`src/rtl/puf_ram_loader_if.sv`:
```
// UART and RAM write-port bundle for puf_ram_loader.
// The master side is the loader; the slave side is the UART core / RAM / status environment.
interface puf_ram_loader_if #(
    parameter int unsigned ADDR_W = 13
) ();
    logic              uart_rx_ready;
    logic [7:0]        uart_data_from_rx;
    logic              uart_tx_ready;
    logic [7:0]        uart_data_to_tx;
    logic              uart_tx_enable;
    logic [ADDR_W-1:0] ram_waddr;
    logic [15:0]       ram_wdata;
    logic [15:0]       ram_wmask;
    logic              ram_we;
    logic              busy;
    logic              load_ok;

    modport master (
        input  uart_rx_ready, uart_data_from_rx, uart_tx_ready,
        output uart_data_to_tx, uart_tx_enable, ram_waddr, ram_wdata, ram_wmask, ram_we,
               busy, load_ok
    );

    modport slave (
        output uart_rx_ready, uart_data_from_rx, uart_tx_ready,
        input  uart_data_to_tx, uart_tx_enable, ram_waddr, ram_wdata, ram_wmask, ram_we,
               busy, load_ok
    );
endinterface

```
`src/rtl/puf_ram_loader.sv`:
```
// UART-to-SRAM loader: after command 'w' receives PUF_BYTES bytes, writes them as 16-bit
// words (low byte first) and answers the host with one status byte ('k' ok, 'e' timeout).
module puf_ram_loader #(
    parameter int unsigned PUF_BYTES      = 16384,
    parameter int unsigned ADDR_W         = 13,
    parameter int unsigned TIMEOUT_CYCLES = 1200000
) (
    input logic                clk,
    input logic                rst,
    puf_ram_loader_if.master   bus
);
    localparam int unsigned       TmoW      = $clog2(TIMEOUT_CYCLES + 1);
    localparam logic [ADDR_W-1:0] LastWord  = ADDR_W'(PUF_BYTES / 2 - 1);
    localparam logic [TmoW-1:0]   TmoLast   = TmoW'(TIMEOUT_CYCLES - 1);
    localparam logic [7:0]        CmdWrite  = 8'h77;
    localparam logic [7:0]        StatusOk  = 8'h6B;
    localparam logic [7:0]        StatusErr = 8'h65;

    typedef enum logic [2:0] {
        StIdle, StRxLow, StRxHigh, StWrite, StAckReady, StAckSend, StAckBusy, StAckDone
    } state_e;

    state_e            state_q, state_d;
    logic [ADDR_W-1:0] word_idx_q, word_idx_d;
    logic [ADDR_W-1:0] waddr_q, waddr_d;
    logic [15:0]       word_q, word_d;
    logic [7:0]        low_q, low_d;
    logic [7:0]        status_q, status_d;
    logic [TmoW-1:0]   tmo_q, tmo_d;
    logic              load_ok_q, load_ok_d;

    logic rx, rx_cmd, tmo_hit, last_word;

    assign rx        = bus.uart_rx_ready;
    assign rx_cmd    = rx && (bus.uart_data_from_rx == CmdWrite);
    // A byte arriving on the expiry cycle wins over the timeout.
    assign tmo_hit   = (tmo_q == TmoLast) && !rx;
    assign last_word = (word_idx_q == LastWord);

    always_ff @(posedge clk or posedge rst) begin
        if (rst) begin
            state_q    <= StIdle;
            word_idx_q <= '0;
            waddr_q    <= '0;
            word_q     <= '0;
            low_q      <= '0;
            status_q   <= '0;
            tmo_q      <= '0;
            load_ok_q  <= 1'b0;
        end else begin
            state_q    <= state_d;
            word_idx_q <= word_idx_d;
            waddr_q    <= waddr_d;
            word_q     <= word_d;
            low_q      <= low_d;
            status_q   <= status_d;
            tmo_q      <= tmo_d;
            load_ok_q  <= load_ok_d;
        end
    end

    always_comb begin
        state_d = state_q;
        unique case (state_q)
            StIdle:     if (rx_cmd) state_d = StRxLow;
            StRxLow: begin
                if (rx)           state_d = StRxHigh;
                else if (tmo_hit) state_d = StAckReady;
            end
            StRxHigh: begin
                if (rx)           state_d = StWrite;
                else if (tmo_hit) state_d = StAckReady;
            end
            StWrite:    state_d = last_word ? StAckReady : StRxLow;
            StAckReady: if (bus.uart_tx_ready) state_d = StAckSend;
            StAckSend:  state_d = StAckBusy;
            StAckBusy:  if (!bus.uart_tx_ready) state_d = StAckDone;
            StAckDone:  if (bus.uart_tx_ready) state_d = StIdle;
            default:    state_d = StIdle;
        endcase
    end

    always_comb begin
        word_idx_d = word_idx_q;
        waddr_d    = waddr_q;
        word_d     = word_q;
        low_d      = low_q;
        status_d   = status_q;
        tmo_d      = '0;
        load_ok_d  = load_ok_q;
        unique case (state_q)
            StIdle: begin
                if (rx_cmd) begin
                    word_idx_d = '0;
                    load_ok_d  = 1'b0;
                end
            end
            StRxLow, StRxHigh: begin
                tmo_d = rx ? '0 : tmo_q + TmoW'(1);
                if (rx && state_q == StRxLow) begin
                    low_d = bus.uart_data_from_rx;
                end else if (rx) begin
                    word_d  = {bus.uart_data_from_rx, low_q};
                    waddr_d = word_idx_q;
                end else if (tmo_hit) begin
                    status_d = StatusErr;
                end
            end
            StWrite: begin
                if (last_word) status_d   = StatusOk;
                else           word_idx_d = word_idx_q + ADDR_W'(1);
            end
            StAckDone: begin
                if (bus.uart_tx_ready) load_ok_d = (status_q == StatusOk);
            end
            default: ;
        endcase
    end

    always_comb begin
        bus.ram_we          = (state_q == StWrite);
        bus.uart_tx_enable  = (state_q == StAckSend);
        bus.busy            = (state_q != StIdle);
        bus.ram_waddr       = waddr_q;
        bus.ram_wdata       = word_q;
        bus.ram_wmask       = '0;
        bus.uart_data_to_tx = status_q;
        bus.load_ok         = load_ok_q;
    end
endmodule
```
`src/flat_wrapper.sv`:
```
// flat-port wrapper written by rule: the top's interface ports become plain ports
module puf_ram_loader_flat 
#(
    parameter int unsigned PUF_BYTES      = 16384,
    parameter int unsigned ADDR_W         = 13,
    parameter int unsigned TIMEOUT_CYCLES = 1200000
)
  (clk, rst, bus_uart_rx_ready, bus_uart_data_from_rx, bus_uart_tx_ready, bus_uart_data_to_tx, bus_uart_tx_enable, bus_ram_waddr, bus_ram_wdata, bus_ram_wmask, bus_ram_we, bus_busy, bus_load_ok);
  puf_ram_loader_if #(.ADDR_W(ADDR_W)) bus_i ();
  input logic clk;
  input logic rst;
  input wire logic [$bits(bus_i.uart_rx_ready)-1:0] bus_uart_rx_ready;
  input wire logic [$bits(bus_i.uart_data_from_rx)-1:0] bus_uart_data_from_rx;
  input wire logic [$bits(bus_i.uart_tx_ready)-1:0] bus_uart_tx_ready;
  output wire logic [$bits(bus_i.uart_data_to_tx)-1:0] bus_uart_data_to_tx;
  output wire logic [$bits(bus_i.uart_tx_enable)-1:0] bus_uart_tx_enable;
  output wire logic [$bits(bus_i.ram_waddr)-1:0] bus_ram_waddr;
  output wire logic [$bits(bus_i.ram_wdata)-1:0] bus_ram_wdata;
  output wire logic [$bits(bus_i.ram_wmask)-1:0] bus_ram_wmask;
  output wire logic [$bits(bus_i.ram_we)-1:0] bus_ram_we;
  output wire logic [$bits(bus_i.busy)-1:0] bus_busy;
  output wire logic [$bits(bus_i.load_ok)-1:0] bus_load_ok;
  assign bus_i.uart_rx_ready = bus_uart_rx_ready;
  assign bus_i.uart_data_from_rx = bus_uart_data_from_rx;
  assign bus_i.uart_tx_ready = bus_uart_tx_ready;
  assign bus_uart_data_to_tx = bus_i.uart_data_to_tx;
  assign bus_uart_tx_enable = bus_i.uart_tx_enable;
  assign bus_ram_waddr = bus_i.ram_waddr;
  assign bus_ram_wdata = bus_i.ram_wdata;
  assign bus_ram_wmask = bus_i.ram_wmask;
  assign bus_ram_we = bus_i.ram_we;
  assign bus_busy = bus_i.busy;
  assign bus_load_ok = bus_i.load_ok;
  puf_ram_loader #(.PUF_BYTES(PUF_BYTES), .ADDR_W(ADDR_W), .TIMEOUT_CYCLES(TIMEOUT_CYCLES)) u_core (.clk(clk), .rst(rst), .bus(bus_i));
endmodule
```
`config.mk`:
```
export PLATFORM = sky130hd
export DESIGN_NAME = puf_ram_loader_flat
export DESIGN_NICKNAME = d
export VERILOG_FILES = /design/src/rtl/puf_ram_loader_if.sv /design/src/rtl/puf_ram_loader.sv /design/src/flat_wrapper.sv
export SDC_FILE = /design/constraint.sdc
export NUM_CORES = 1
export LEC_CHECK = 0
export CAP_MARGIN = 40
export CORE_MARGIN = 3
export CORE_UTILIZATION = 60
export CTS_BUF_LIST = sky130_fd_sc_hd__clkbuf_16
export DETAILED_ROUTE_END_ITERATION = 6
export DONT_BUFFER_PORTS = 1
export PLACE_DENSITY_LB_ADDON = 0.25
export SYNTH_ARGS = -nofsm -noshare
export SYNTH_HDL_FRONTEND = slang
export SYNTH_SLANG_ARGS = --single-unit
```
`constraint.sdc`:
```
create_clock -name clk -period 3.1 [get_ports clk]
set_clock_uncertainty 0.2 [all_clocks]
set_input_delay 0.31 -clock clk [delete_from_list [all_inputs] [get_ports clk]]
set_output_delay 0.31 -clock clk [all_outputs]
set_load 0.02 [all_outputs]
```
==> flow_summary.toml, run 1 <==
[synthesis]
netlist-cell-type-count = 50
synth_top_area_share_pct = 49.8
synth-warning-count = 0
synth_flop_cell = "dfrtp_1"
synthArstFlopShare_pct = 100
syn_area_per_cell_sq_um = 11.0
synthesis.area_sq_um = 3920
synth_area_leaders = "dfrtp_1 50%, mux2_2 11%, buf_4 4.4%, nand3_1 2.3%, nand4_1 2.1%"
netlist.top_cell.by_area = "dfrtp_1"
synth_edf_count = 0
ys_seq_area_share_pct = 49.8
synth_cells = 356
synth_seq_cells = 78

[run_status]
status = "finished clean"

[placement]
port_buffers = 0
hpwl_um = 5190
place_area_sq_um = 3860
place.gp.congestion = 0.896

[global_routing]
grt_overflow = 0
grt_use_total_pct = 21.7
antenna_found_initial = 0
grt_pass1_vias = 2534
grt_max_degree = 45
grt_pass1_wl_um = 12700

[floorplanning]
die_w_um = 86.8
rows = 28
die_y_um = 86.8
start_util_pct = 64.0
die_area_sq_um = 7540
core_sq_um = 6130
io_pins = 69

[timing]
fmaxAchievable_ghz = 0.415
maxSlewViolCount = 0
setup_viol = 0
tightest_slew_ns = 0.766
slew_headroom_pct = 48.7
period_share_pct = 77.7
hold_ws_ns = 0.0494
fin_tns_setup_ns = 0
final_hold_viol_count = 0
finalCriticalPeriod_ns = 2.41
grt_setup_unrepaired = "no"

[finish]
nets = 373
fin_area_sq_um = 4240
n_antenna_cell = 0
drive_gt1_share_pct = 16.8
area_growth_pct = 8.17
layout_commonest_cell = "dfrtp_1"
mostFrequentLayoutCells = "78 x dfrtp_1, 37 x mux2_2, 20 x nor2_1, 19 x nand2_1"

[power]
p_per_area_nw_per_um2 = 854
pwr-share-comb_pct = 21.4
p_sw_mw = 1.37
power_frac_seq_pct = 52.2
peakVddDrop_uv = 686
p_sw_share_pct = 37.7
power.internal_mw = 2.26
clockPowerShare_pct = 26.4
p_leak_nw = 1.72

[drt]
drc = 0
vias = 2712
post_drt_wl_per_cell_um = 17.7
wirelength_um = 7780
firstDrtPassIters = 4
ant_nets = 0
drt_iter0_drc = 130
via_per_inst = 6.18

[setup_path]
worstReg2RegStart = "u_core.state_q[2]$_DFFE_PP0P_"
criticalPathCategory = "flip-flop to flip-flop"
r2r_cells = 4
end_kind = "flip-flop"
critPathMaxFanout = 19
startpoint_type = "flip-flop"
crit_arrival_ns = 2.46
critPathRequiredTime_ns = 3.16
worstSetupStartpoint = "u_core.state_q[2]$_DFFE_PP0P_"
rr_endpoint = "u_core.word_idx_q[9]$_DFFE_PP0P_"
rrSetupSlack_ns = 0.69
setup.worst_path.end = "u_core.word_idx_q[9]$_DFFE_PP0P_"

[clock_tree]
clock_latency_ns = 0.33
postCtsSetupRepairBufs = 0
cts_tree = "built"
cts_max_level = 3
clockRootBuffer = "clkbuf_16"
cts_sinks = 78
cts_buffers = 9
path_clk_slew_ns = 0.06
cts_buffer_depth = 2

[flow_run]
cap_violations = 0

[min_path]
worstHoldPathType = "input port to flip-flop"
==> cell usage after synthesis (all sizes together), types with 4 or more instances <==
| master | n |
|---|---|
| dfrtp | 78 |
| mux2 | 37 |
| buf | 32 |
| nand2 | 20 |
| nor2 | 20 |
| nand3 | 18 |
| nand4 | 15 |
| a21oi | 12 |
| nor3 | 11 |
| inv | 10 |
| and4 | 9 |
| o31ai | 9 |
| xor2 | 8 |
| o21ai | 7 |
| or4 | 7 |
| clkbuf | 6 |
| nor4 | 6 |
| xnor2 | 6 |
| and2 | 5 |
| mux2i | 4 |
| nor2b | 4 |
==> worst max-delay path: stages, from the launching register on <==
cell	delay, ns
dfrtp_1	0.58
and3b_1	0.60
o41ai_4	0.29
or4_1	0.51
a21oi_1	0.15
==> through the flow <==
step,util (%),setup slack (ns),instances,total power [mW]
floorplan,-,0.595,373,2.52
global placement,62.9,0.732,412,2.62
detailed placement,62.9,0.713,412,2.67
CTS,69.2,0.701,439,3.65
global route,69.2,0.539,439,3.81
finish,69.2,0.691,439,3.62
==> power by group through the flow <==
stage / clock [mW] / combinational [mW] / sequential [mW]
after floorplan: 0 / 0.771 / 1.75
after global placement: 0 / 0.733 / 1.88
after detailed placement: 0 / 0.766 / 1.90
after CTS: 0.976 / 0.784 / 1.89
after global routing: 1.02 / 0.857 / 1.94
final: 0.958 / 0.776 / 1.89
==> registers in the layout, indices dropped and copies added (netlist names) <==
name,count
u_core.tmo_q,21
u_core.bus.ram_wdata,16
u_core.bus.ram_waddr,13
u_core.word_idx_q,13
u_core.low_q,8
u_core.bus.uart_data_to_tx,3
u_core.state_q,3
u_core.bus.load_ok,1
==> area by class of cell <==
type | count | area (sq um)
flip-flops and latches | 78 | 1950
multi-input cells | 247 | 1750
clock inverters | 7 | 47.5
repair buffers | 13 | 138
clock buffers | 9 | 225
fillers | 447 | 1890
well taps | 75 | 93.8
inverters | 10 | 37.5
==> timing repair <==
item | in CTS | in global routing
endpoints found under the setup margin | 0 | 0
hold endpoints to repair | 52 | 0
hold buffers | 11 | 0
resized for setup | 0 | 0
==> cell families (layout without fill, tap and decap cells) <==
family,count (synthesis),after routing,synth area share (%)
and+or+nand+nor,130,130,19.5
DFF,78,78,49.8
buffers and inverters,48,39,7.40
AOI/OAI and AO/OA,42,42,7.79
muxes,41,41,11.6
xor gates and xnor gates,14,14,3.13
adders and majority gates,2,2,0.638
other,1,18,0.0956
==> routing by layer <==
metal | wire [um] | global-route usage (%)
met1 | 3400 | 30.7
met4 | 96 | 6.23
met3 | 565 | 7.32
met5 | 0 | 0
met2 | 3710 | 31.9
==> how the worst min path moves through the flow <==
stage	startpoint	end	slack, ns	cells past startpoint
6_report	bus_uart_rx_ready	u_core.state_q[1]$_DFFE_PP0P_	0.05	2
3_5_place_dp	rst	u_core.bus.ram_wdata[11]$_DFFE_PP0P_	0.16	1
5_1_grt	bus_uart_rx_ready	u_core.state_q[1]$_DFFE_PP0P_	0.09	2
4_1_cts	bus_uart_rx_ready	u_core.state_q[1]$_DFFE_PP0P_	0.03	2
3_3_place_gp	rst	u_core.bus.ram_wdata[13]$_DFFE_PP0P_	0.15	1
2_1_floorplan	u_core.tmo_q[0]$_DFF_PP0_	u_core.tmo_q[0]$_DFF_PP0_	0.25	1
Power figures use the tool's default switching activity.
==> run 2, diff against run 1 <==
==> constraint.sdc (replaced) <==
create_clock -name clk -period 2.4 [get_ports clk]
set_clock_uncertainty 0.2 [all_clocks]
set_input_delay 0.24 -clock clk [delete_from_list [all_inputs] [get_ports clk]]
set_output_delay 0.24 -clock clk [all_outputs]
set_load 0.02 [all_outputs]
==> run 2 against run 1 <==
Fmax is 13% higher. Cell area up 2.1%. Via count grew 0.92%. Die area stayed put. Clock power rose by 32%. Flip-flop and latch count unchanged. Total power up 32%. Sequential share of layout area decreased by 0.94 points. Clock-buffer cell count stayed put. Highest routed layer unchanged.
==> flow_summary.toml, run 2 (synthesis results as in run 1) <==
[timing]
period_share_pct = 89.0
fin_tns_setup_ns = 0
setup_viol = 0
final_hold_viol_count = 0
finalCriticalPeriod_ns = 2.14
slew_headroom_pct = 66.1
tightest_slew_ns = 0.506
fin_ws_ns = 0.265
maxSlewViolCount = 0
grt_setup_unrepaired = "no"
fmaxAchievable_ghz = 0.468

[drt]
ant_nets = 0
vias = 2737
post_drt_wl_per_cell_um = 17.3
drt_iter0_drc = 222
firstDrtPassIters = 5
via_per_inst = 6.10
wirelength_um = 7780
drc = 0

[global_routing]
grt_pass1_vias = 2711
met3_usage_pct = 6.56
grt_util_met1_pct = 31.8
grt_pass1_wl_um = 13200
grt_busiest_layer = "met2"
grt_overflow = 0
grt_use_met2_pct = 32.3
grt_use_total_pct = 22.5
antenna_found_initial = 0
grt_max_degree = 39

[finish]
drive_gt1_share_pct = 19.5
fin_area_sq_um = 4330
area_growth_pct = 10.4
n_antenna_cell = 0
mostFrequentLayoutCells = "78 x dfrtp_1, 37 x mux2_2, 20 x nor2_1, 19 x nand2_1"
largest-register = "u_core.tmo_q"
largest_reg_flops = 21
utilization_pct = 70.6
layout_commonest_cell = "dfrtp_1"
nets = 383

[floorplanning]
die_area_sq_um = 7540
start_util_pct = 64.0
die_w_um = 86.8
die_y_um = 86.8
core_sq_um = 6130
io_pins = 69
rows = 28

[setup_path]
end_kind = "flip-flop"
critPathMaxFanout = 6
startpoint_type = "flip-flop"
criticalPathCategory = "flip-flop to flip-flop"
critPathRequiredTime_ns = 2.45
crit_arrival_ns = 2.19

[run_status]
status = "finished clean"

[flow_run]
cap_violations = 0

[placement]
hpwl_um = 5250
place.gp.congestion = 0.806
place_area_sq_um = 3940
port_buffers = 0
pre_cts_ws_ns = 0.303

[clock_tree]
postCtsSetupRepairBufs = 0
cts_buffer_depth = 2
cts_sinks = 78
cts_tree = "built"
clockRootBuffer = "clkbuf_16"
path_clk_slew_ns = 0.06
cts_buffers = 9
cts_max_level = 3
clock_latency_ns = 0.33

[power]
power_mw = 4.77
p_per_area_nw_per_um2 = 1100
peakVddDrop_uv = 753
p_leak_nw = 1.76

[min_path]
worstHoldPathType = "input port to flip-flop"
-- run 2: stage by stage --
step	instances	hold slack [ns]
floorplan	373	0.192
global placement	422	-0.0803
detailed placement	422	-0.0819
CTS	449	0.00125
global route	449	0.0618
finish	449	0.00846
-- run 2: repair_timing --
item,4_1_cts,5_1_grt
resized for setup,0,0
hold buffers,11,0
endpoints found under the hold margin,97,0
-- run 2: cell type report --
| cell class | instances | area [sq um] |
|---|---|---|
| Clock buffer | 9 | 225 |
| Clock inverter | 7 | 57.6 |
| Fill cell | 431 | 1800 |
| Inverter | 10 | 41.3 |
| Multi-Input combinational cell | 247 | 1750 |
| Sequential cell | 78 | 1950 |
| Tap cell | 75 | 93.8 |
| Timing Repair Buffer | 23 | 213 |
-- run 2: power breakdown --
group | leakage (nW) | switching [mW] | internal [mW]
Combinational | 0.675 | 0.583 | 0.557
Sequential | 0.955 | 0.650 | 1.72
Clock | 0.134 | 0.553 | 0.712
-- run 2: critical path: stages (launching register included) --
cell,delay (ns)
dfrtp_1,0.43
ha_1,0.32
and4_1,0.25
a41oi_1,0.21
nor4_1,0.45
a2bb2oi_1,0.19
-- run 2: final timing paths --
kind	from	endpoint	slack, ns	cells past startpoint
setup reg to reg	u_core.word_idx_q[0]$_DFFE_PP0P_	u_core.bus.uart_data_to_tx[2]$_DFFE_PP0P_	0.26	5
max in group asynchronous	rst	u_core.bus.ram_wdata[6]$_DFFE_PP0P_	1.16	3
hold / removal	bus_uart_rx_ready	u_core.bus.uart_data_to_tx[5]$_DFFE_PP0P_	0.008	3
hold reg to reg	u_core.tmo_q[0]$_DFF_PP0_	u_core.tmo_q[0]$_DFF_PP0_	0.28	1
setup / recovery	u_core.word_idx_q[0]$_DFFE_PP0P_	u_core.bus.uart_data_to_tx[2]$_DFFE_PP0P_	0.26	5
min in group asynchronous	rst	u_core.bus.uart_data_to_tx[3]$_DFFE_PP0P_	0.18	2
-- run 2: routing by layer --
layer,share of wire (%),vias to the layer above
met5,0,-
met4,1.9,0
met3,7.2,12
met2,44,88
met1,46,1352
li1,-,1285
==> run 3, diff against run 2 <==
--- a/config.mk
+++ b/config.mk
@@ -7,7 +7,7 @@
 export LEC_CHECK = 0
 export CAP_MARGIN = 40
 export CORE_MARGIN = 3
-export CORE_UTILIZATION = 60
+export CORE_UTILIZATION = 57
 export CTS_BUF_LIST = sky130_fd_sc_hd__clkbuf_16
 export DETAILED_ROUTE_END_ITERATION = 6
 export DONT_BUFFER_PORTS = 1
==> constraint.sdc (replaced) <==
create_clock -name clk -period 1.71 [get_ports clk]
set_clock_uncertainty 0.2 [all_clocks]
set_input_delay 0.171 -clock clk [delete_from_list [all_inputs] [get_ports clk]]
set_output_delay 0.171 -clock clk [all_outputs]
set_load 0.02 [all_outputs]
==> run 3 against run 2 <==
The flow now finishes with violations (negative setup slack). Critical path type unchanged. Combinational power grew to 2.9 times the previous value. Worst hold slack better by 0.013 ns. Largest cell class is now multi-input combinational cells. Fmax grew 10%.
==> flow_summary.toml, run 3 (synthesis results as in run 1) <==
[setup_path]
slowest_stage = "dfrtp_1"
startpoint_type = "flip-flop"
critPathMaxFanout = 8
r2r_cells = 7
criticalPathCategory = "flip-flop to flip-flop"
critPathTopFamily = "compound AO/OA/AOI/OAI gates"
rrSetupSlack_ns = -0.22
crit_arrival_ns = 1.95
critPathRequiredTime_ns = 1.73
critPathBufInv = 2
worstReg2RegStart = "u_core.word_idx_q[1]$_DFFE_PP0P_"
critPathMaxStageDelay_ns = 0.42
rr_endpoint = "u_core.word_idx_q[3]$_DFFE_PP0P_"
end_kind = "flip-flop"
crit_chain = "ha_4, nand4_1, o41ai_4, buf_4, buf_8, o211ai_1, o31ai_1"

[finish]
layout_commonest_cell = "dfrtp_1"
n_antenna_cell = 0
largest-register = "u_core.tmo_q"
nets = 461
mostFrequentLayoutCells = "76 x dfrtp_1, 63 x buf_4, 35 x mux2_4, 19 x buf_6"
largest_reg_flops = 21
drive_gt1_share_pct = 43.4
fill_cells = 288
area_growth_pct = 39.9
finalNonFillerCells = 529

[floorplanning]
die_area_sq_um = 7910
die_w_um = 88.9
rows = 29
core_sq_um = 6490
io_pins = 69
start_util_pct = 60.4
die_y_um = 88.9

[timing]
fin_ws_ns = -0.223
fmaxAchievable_ghz = 0.517
maxSlewViolCount = 0
period_share_pct = 113
finalCriticalPeriod_ns = 1.93
hold_ws_ns = 0.0211
setup_viol = 47
grt_setup_unrepaired = "yes"
tightest_slew_ns = 0.510
final_hold_viol_count = 0
slew_headroom_pct = 65.8

[global_routing]
grt_use_met2_pct = 45.5
grt_pass1_wl_um = 16700
grt_overflow = 0
grt_pass1_vias = 3318
antenna_found_initial = 0
grt_use_total_pct = 28.0
grt_max_degree = 36
grt_util_met1_pct = 36.0
met3_usage_pct = 7.28
grt_busiest_layer = "met2"

[drt]
drc = 0
vias = 3417
via_per_inst = 6.46
ant_nets = 0
post_drt_wl_per_cell_um = 23.3
firstDrtPassIters = 5
drt_iter0_drc = 325
wirelength_um = 12300

[min_path]
min-delay-start = "bus_uart_rx_ready"
hold_depth = 4
worstHoldPathType = "input port to flip-flop"
min_to = "u_core.bus.uart_data_to_tx[5]$_DFFE_PP0P_"

[power]
p_leak_nw = 2.38
peakVddDrop_uv = 1200
p_per_area_nw_per_um2 = 1540

[clock_tree]
cts_tree = "built"
cts_buffer_depth = 2
cts_max_level = 3
cts_sinks = 78
clockRootBuffer = "clkbuf_16"
cts_buffers = 9
clock_latency_ns = 0.34
path_clk_slew_ns = 0.07

[run_status]
failed_checks = "negative setup slack"
status = "complete, but fails checks"

[placement]
dp.cells = 484
port_buffers = 0
place.gp.congestion = 0.870
hpwl_um = 6210

[flow_run]
cap_violations = 0
[run 3: repair_timing]
item                                    in CTS  in global routing
endpoints found under the hold margin       99                  0
endpoints found under the setup margin      50                 65
buffers inserted                             7                 10
resized for setup                           36                 78
hold buffers                                11                  0
cloned                                       4                  0
pin swaps                                   16                 19
[run 3: final cells by class]
class / count / area [sq um] / share of cell area [%]
clock inverter: 7 / 65.1 / 1.19
sequential: 78 / 1950 / 35.6
clock buffer: 9 / 225 / 4.11
timing repair buffer: 100 / 955 / 17.4
tap: 77 / 96.3 / 1.76
inverter: 10 / 43.8 / 0.798
multi-input combinational: 248 / 2150 / 39.1
[run 3: per-stage QoR]
| stage | utilization (%) | area (sq um) | total power, mW | TNS, ns | setup slack [ns] |
|---|---|---|---|---|---|
| after floorplan | - | 4030 | 4.62 | -0.531 | -0.0802 |
| after detailed placement | 68.7 | 4460 | 5.43 | -1.34 | -0.124 |
| after CTS | 78.8 | 5120 | 7.69 | -0.966 | -0.134 |
| after global placement | 68.7 | 4460 | 5.31 | -0.539 | -0.0839 |
| after global routing | 84.5 | 5490 | 8.78 | -6.00 | -0.290 |
| final | 84.5 | 5490 | 8.45 | -3.65 | -0.223 |
[run 3: layer usage]
layer / wire (um) / share of wire, %
met4: 475 / 3.9
met1: 4790 / 39
met2: 6050 / 49
met5: 0 / 0
met3: 995 / 8.1
[run 3: worst max-delay path by stage]
| stage | startpoint | to | cells past startpoint |
|---|---|---|---|
| 6_report | u_core.word_idx_q[1]$_DFFE_PP0P_ | u_core.word_idx_q[3]$_DFFE_PP0P_ | 7 |
| 5_1_grt | u_core.word_idx_q[0]$_DFFE_PP0P_ | u_core.word_idx_q[3]$_DFFE_PP0P_ | 7 |
| 4_1_cts | u_core.word_idx_q[0]$_DFFE_PP0P_ | u_core.state_q[0]$_DFFE_PP0P_ | 6 |
| 3_5_place_dp | u_core.word_idx_q[0]$_DFFE_PP0P_ | u_core.state_q[0]$_DFFE_PP0P_ | 6 |
| 3_3_place_gp | u_core.word_idx_q[0]$_DFFE_PP0P_ | u_core.state_q[0]$_DFFE_PP0P_ | 6 |
| 2_1_floorplan | u_core.state_q[2]$_DFFE_PP0P_ | u_core.word_idx_q[9]$_DFFE_PP0P_ | 6 |
[run 3: power breakdown]
group	internal [mW]	switching, mW	leakage, nW	total (mW)
registers	2.41	0.880	0.952	3.29
clock network	1.02	0.861	0.140	1.88
logic	1.76	1.52	1.29	3.28
total	5.19	3.27	2.38	8.45
[run 3: worst min-delay path: cells and delay by family]
kind,cells,cell delay [ns]
AND/OR/NAND/NOR,3,0.27
AO/OA/AOI/OAI,1,0.09
